==> src/rtl/alu_byte_sequencer.sv <==
// alu_byte_sequencer: runs NBYTES-wide ops on an 8-bit ALU one byte per clock.
// Define ALU_SEQ_OVF_EN to add the signed-overflow output ovf.
module alu_byte_sequencer #(
    parameter int NBYTES = 4,
    localparam int WW = 8 * NBYTES
) (
    input  logic          Clk,
    input  logic          Reset,
    input  logic          start,
    input  logic [2:0]    op_sel,
    input  logic [WW-1:0] opA,
    input  logic [WW-1:0] opB,
    output logic          busy,
    output logic          done,
    output logic [WW-1:0] result,
    output logic          carry_out,
`ifdef ALU_SEQ_OVF_EN
    output logic          ovf,
`endif
    output logic [3:0]    alu_op,
    output logic [7:0]    alu_a,
    output logic [7:0]    alu_b,
    output logic          alu_cin,
    input  logic [7:0]    alu_out,
    input  logic          alu_cout
);
    localparam int IW = NBYTES > 1 ? $clog2(NBYTES) : 1;
    localparam logic [2:0] OP_ADD = 3'd0, OP_SUB = 3'd1, OP_RSH = 3'd3;
    typedef enum logic [1:0] {IDLE, RUN, DONE} state_t;
    state_t state, state_nx;
    logic [WW-1:0] a_q, b_q;
    logic [2:0] op_q;
    logic [IW-1:0] idx;
    logic carry, sub, chain, last;
    logic [7:0] a_byte, b_byte;
`ifdef ALU_SEQ_OVF_EN
    logic ovf_nx;
`endif
    always_comb begin
        a_byte = a_q[idx*8 +: 8];
        b_byte = b_q[idx*8 +: 8];
        sub = op_q == OP_SUB;
        // only arithmetic and shifts propagate a bit between slices
        chain = op_q <= OP_RSH;
        last = op_q == OP_RSH ? idx == '0 : idx == IW'(NBYTES - 1);
        state_nx = state == IDLE ? (start ? RUN : IDLE) : state == RUN ? (last ? DONE : RUN) : IDLE;
        busy = state != IDLE;
        done = state == DONE;
        alu_op = state == RUN && !sub ? {1'b0, op_q} : 4'd0;
        alu_a = state == RUN ? a_byte : 8'd0;
        alu_b = state == RUN ? (sub ? ~b_byte : b_byte) : 8'd0;
        alu_cin = state == RUN && chain && carry;
`ifdef ALU_SEQ_OVF_EN
        ovf_nx = (op_q == OP_ADD || sub) && a_q[WW-1] == (b_q[WW-1] ^ sub) && alu_out[7] != a_q[WW-1];
`endif
    end
    always_ff @(posedge Clk or posedge Reset) begin
        if (Reset) begin
            state <= IDLE;
            a_q <= '0;
            b_q <= '0;
            op_q <= OP_ADD;
            idx <= '0;
            carry <= 1'b0;
            result <= '0;
            carry_out <= 1'b0;
`ifdef ALU_SEQ_OVF_EN
            ovf <= 1'b0;
`endif
        end else begin
            state <= state_nx;
            if (state == IDLE && start) begin
                a_q <= opA;
                b_q <= opB;
                op_q <= op_sel;
                result <= '0;
                carry <= op_sel == OP_SUB;
                idx <= op_sel == OP_RSH ? IW'(NBYTES - 1) : '0;
            end else if (state == RUN) begin
                result[idx*8 +: 8] <= alu_out;
                carry <= chain & alu_cout;
                idx <= op_q == OP_RSH ? idx - IW'(1) : idx + IW'(1);
                if (last) begin
                    carry_out <= chain & alu_cout;
`ifdef ALU_SEQ_OVF_EN
                    ovf <= ovf_nx;
`endif
                end
            end
        end
    end
endmodule

==> config.mk <==
export PLATFORM = sky130hd
export DESIGN_NAME = alu_byte_sequencer
export DESIGN_NICKNAME = d
export VERILOG_FILES = /design/src/rtl/alu_byte_sequencer.sv
export SDC_FILE = /design/constraint.sdc
export NUM_CORES = 1
export LEC_CHECK = 0
export ABC_AREA = 1
export CORE_UTILIZATION = 49
export DETAILED_ROUTE_END_ITERATION = 7
export GPL_TIMING_DRIVEN = 0
export PLACE_DENSITY = 0.81
export SYNTH_ARGS = -nofsm -noshare
export SYNTH_HDL_FRONTEND = slang
export SYNTH_SLANG_ARGS = --single-unit
export TNS_END_PERCENT = 30
==> constraint.sdc <==
create_clock -name Clk -period 4.15 [get_ports Clk]
set_clock_uncertainty 0.2 [all_clocks]
set_input_delay 0.6225 -clock Clk [delete_from_list [all_inputs] [get_ports Clk]]
set_output_delay 0.6225 -clock Clk [all_outputs]
set_load 0.02 [all_outputs]
==> run summary <==
Synthesis produced a netlist whose cell count is 661. Counting flops and latches in the post-synthesis netlist gives 105. Summed over all failing endpoints, the final setup total negative slack is 0 ns. After clock tree synthesis, the clock-pin slew on the worst setup and hold paths is 0.10 ns.

Placeable core region: 0.00986 sq mm. Final RePlAce weighted congestion: 0.914. Across the VDD grid, the largest voltage drop is 0.000382 V. The logs give 3.02% for the global routing usage on met3 and 26 for the count of distinct cell types in the synthesized netlist. The run gives 0 as the number of failing hold endpoints at the final stage. The floorplan has 36 rows. Of the post-synthesis cell area, the dominant cell type holds 52.1%. The number of max-cap violations came out at 0. The power density normalized to cell area was 736 mW/mm^2; the fraction of met1 tracks used by global routing was 34.7%. In this run the cell area of the synthesized design comes to 0.00504 sq mm.

The count of nets left with antenna violations once routing finished came out at 0. The clock sink count is 105, and the sequential area share after synthesis is 52.1%. In this run, synthesis inferred 0 flip-flops with an integrated enable. The cell count of the worst hold path works out to 2. The run gives 13500 microns as the total routed wirelength. STA classifies the critical path endpoint as a primary output. After detailed routing, the average wire length per cell comes to 14.3 microns. The first global-routing pass estimated 21700 microns of wire. For the max-slew violation total from the final report, the log shows 0. Once the floorplan was initialized, standard cells occupied 51.1% of the core.

Path type of the worst min-delay path: reg -> reg. After synthesis, the most frequently instantiated cells are sky130_fd_sc_hd__nand2_1 (305), sky130_fd_sc_hd__dfrtp_1 (105), sky130_fd_sc_hd__nor2_1 (53). From synthesis to final layout, the design area changed by 33.8%.

The first detailed-routing pass took 5 iterations. The number of port buffers works out to 133. After clock tree synthesis, the flow added hold-fix buffers numbering 0. In this run the deepest clock path goes through 2 buffers. Number of global-route vias before repair: 4689.

STA classifies the critical path startpoint as a flop. The die area is 0.0107 sq mm, and the global-route congestion overflow total is 0. The layout has 815 filler cells. The number of clock buffers added by TritonCTS is 9. The flow ran to the end, and the final reports show no timing, DRC or antenna violations. Yosys attributes the largest share of cell area to sky130_fd_sc_hd__dfrtp_1 (52%), sky130_fd_sc_hd__nand2_1 (23%), sky130_fd_sc_hd__nor2_1 (3.9%), sky130_fd_sc_hd__o21ai_0 (2.8%), sky130_fd_sc_hd__inv_1 (2.7%). The library cell with the highest instance count after synthesis is sky130_fd_sc_hd__nand2_1. The width of the chip was 103 microns; the HPWL after detailed placement was 10100 microns. Once the clock tree was built, the resizer swapped 0 gates to a different size. Setup violations remaining at the end of the flow were counted as 0. Across all layers, the routed design uses 4831 vias. The critical path data arrival time was 2.46 ns. For the worst flop-to-flop path, the logic depth is 9. The final critical-path setup slack is 0.866 ns, and the average instance area after synthesis is 7.63 sq um. After layout, the worst path uses 79.1% of the clock period. The number of remaining DRC errors is 0, and the Yosys warning count is 0. Using the TritonRoute via totals, the vias-per-cell ratio works out to 5.12. At the worst endpoint, the required time is 3.33 ns. The floorplan die height came out at 103 microns. CTS placed an instance of sky130_fd_sc_hd__clkbuf_8 at the clock tree root.

The share of final-layout standard cells stronger than drive strength 1 was 8.27%; the maximum fanout encountered on the critical timing path was 12. Timing would allow up to 0.304 GHz. The synthesized design spends more area on one cell type than any other, namely sky130_fd_sc_hd__dfrtp_1. In the global route stage, met2 resource usage came out at 45.8%.

For this block, the initial DRC count from the detailed router was 318. The worst hold path terminates at b_q[16]. For the overall track demand over capacity in global routing, the log shows 26.9%.

For the worst-skew pair, the clock arrives at the later sink with an insertion delay of 0.37 ns. Hold is met by 0.290 ns. The post-layout net count came out at 890. The startpoint identified for the worst hold timing path is b_q[16]. The top flip-flop cell by instance count after synthesis was sky130_fd_sc_hd__dfrtp_1. For the finished layout, the period the worst path requires is 3.28 ns. The largest net degree at the start of global routing is 71.

In this run the critical register-to-register path is captured at result[11]. Synthesis produced a netlist with a net count of 745. Setup repair after global routing left no endpoint under its margin. Before CTS, the worst setup slack after placement is 1.31 ns.

The critical path is of the reg -> out type. The global-route layer with the greatest usage is met2. TritonCTS built the clock tree. For this design the static power due to leakage is 0.00334 uW. The number of setup buffers added after CTS is 0. For the post-layout total power, the log shows 4960 uW. Across all register-to-register paths, the minimum setup slack is 1.74 ns.

The count of boundary I/O pins is 135, and the antenna diode count is 0. In this run the number of H-tree levels came out at 3. The worst register-to-register path begins at idx[0].

The async set-or-reset flop fraction in the synthesized netlist was 100%; the number of antenna violations at the first check in global routing was 0.
-- state kept, by name (all words and copies together) (netlist names) --
signal and flops:
a_q 32, b_q 32, result 32, op_q 3
idx 2, state 2, carry 1, carry_out 1
-- worst max path at each step --
stage	end	startpoint	slack, ns
after floorplan	a_q[0]	Reset	0.57
after global placement	a_q[7]	Reset	-0.76
after detailed placement	alu_a[0]	idx[0]	1.31
after CTS	alu_a[0]	idx[0]	0.87
after global routing	alu_a[0]	idx[0]	0.76
final	alu_a[1]	idx[0]	0.87
-- metrics by stage --
| stage | instances | area [sq um] | utilization (%) |
|---|---|---|---|
| floorplan | 661 | 5040 | - |
| global placement | 927 | 6540 | 66.3 |
| detailed placement | 928 | 6570 | 66.6 |
| CTS | 943 | 6750 | 68.4 |
| global route | 943 | 6750 | 68.4 |
| finish | 943 | 6750 | 68.4 |
-- worst max-delay path: stages, from the launching register on --
cell and delay (ns):
sky130_fd_sc_hd__dfrtp_1 0.42, sky130_fd_sc_hd__buf_2 0.17, sky130_fd_sc_hd__inv_2 0.06, sky130_fd_sc_hd__buf_2 0.21, sky130_fd_sc_hd__buf_4 0.24, sky130_fd_sc_hd__o21ai_0 0.12, sky130_fd_sc_hd__a21oi_1 0.22, sky130_fd_sc_hd__clkdlybuf4s50_1 0.64
-- cell families (layout without fill, tap and decap cells) --
| kind of cell | Yosys count | in the layout | synth area share (%) |
|---|---|---|---|
| fa+ha+maj | 5 | 5 | 1.24 |
| flops | 105 | 105 | 52.1 |
| compound gates | 67 | 67 | 6.82 |
| buf+inv | 75 | 224 | 6.82 |
| other cells | 1 | 1 | 0.0744 |
| simple gates | 408 | 408 | 32.9 |
-- cell usage in the layout, fill, tap and decap left out, types with 3 or more instances in the layout --
cell and n:
sky130_fd_sc_hd__clkdlybuf4s50_1 133, sky130_fd_sc_hd__nor2_2 3, sky130_fd_sc_hd__o22ai_1 4, sky130_fd_sc_hd__nand2_1 305
sky130_fd_sc_hd__ha_1 5, sky130_fd_sc_hd__nand3_1 26, sky130_fd_sc_hd__buf_2 23, sky130_fd_sc_hd__nand2_2 3
sky130_fd_sc_hd__inv_2 8, sky130_fd_sc_hd__inv_1 35, sky130_fd_sc_hd__nand4_1 12, sky130_fd_sc_hd__clkinv_4 3
sky130_fd_sc_hd__nor2_1 53, sky130_fd_sc_hd__clkbuf_8 9, sky130_fd_sc_hd__buf_4 5, sky130_fd_sc_hd__a21oi_1 14
sky130_fd_sc_hd__o21ai_1 20, sky130_fd_sc_hd__dfrtp_1 105, sky130_fd_sc_hd__o21ai_0 28
-- cell type report --
class | count | area [sq um] | area share [%]
repair buffers | 134 | 1360 | 20.1
clock inverters | 6 | 51.3 | 0.761
flip-flops and latches | 105 | 2630 | 39.0
clock buffers | 9 | 124 | 1.84
multi-input cells | 481 | 2070 | 30.7
plain buffers | 31 | 179 | 2.65
inverters | 44 | 168 | 2.49
well taps | 133 | 166 | 2.47
-- per-layer routing --
layer | vias up | part of all wire [%]
li1 | 2351 | -
met1 | 2241 | 42
met2 | 205 | 49
met3 | 34 | 6.2
met4 | 0 | 2.9
met5 | - | 0
-- power breakdown --
group          leakage (uW)  switching [uW]  internal, uW
clock             0.0000916             371           224
sequential          0.00135             255          1420
combinational       0.00190            1670          1020
No activity file was read; power rests on OpenSTA's default activity.
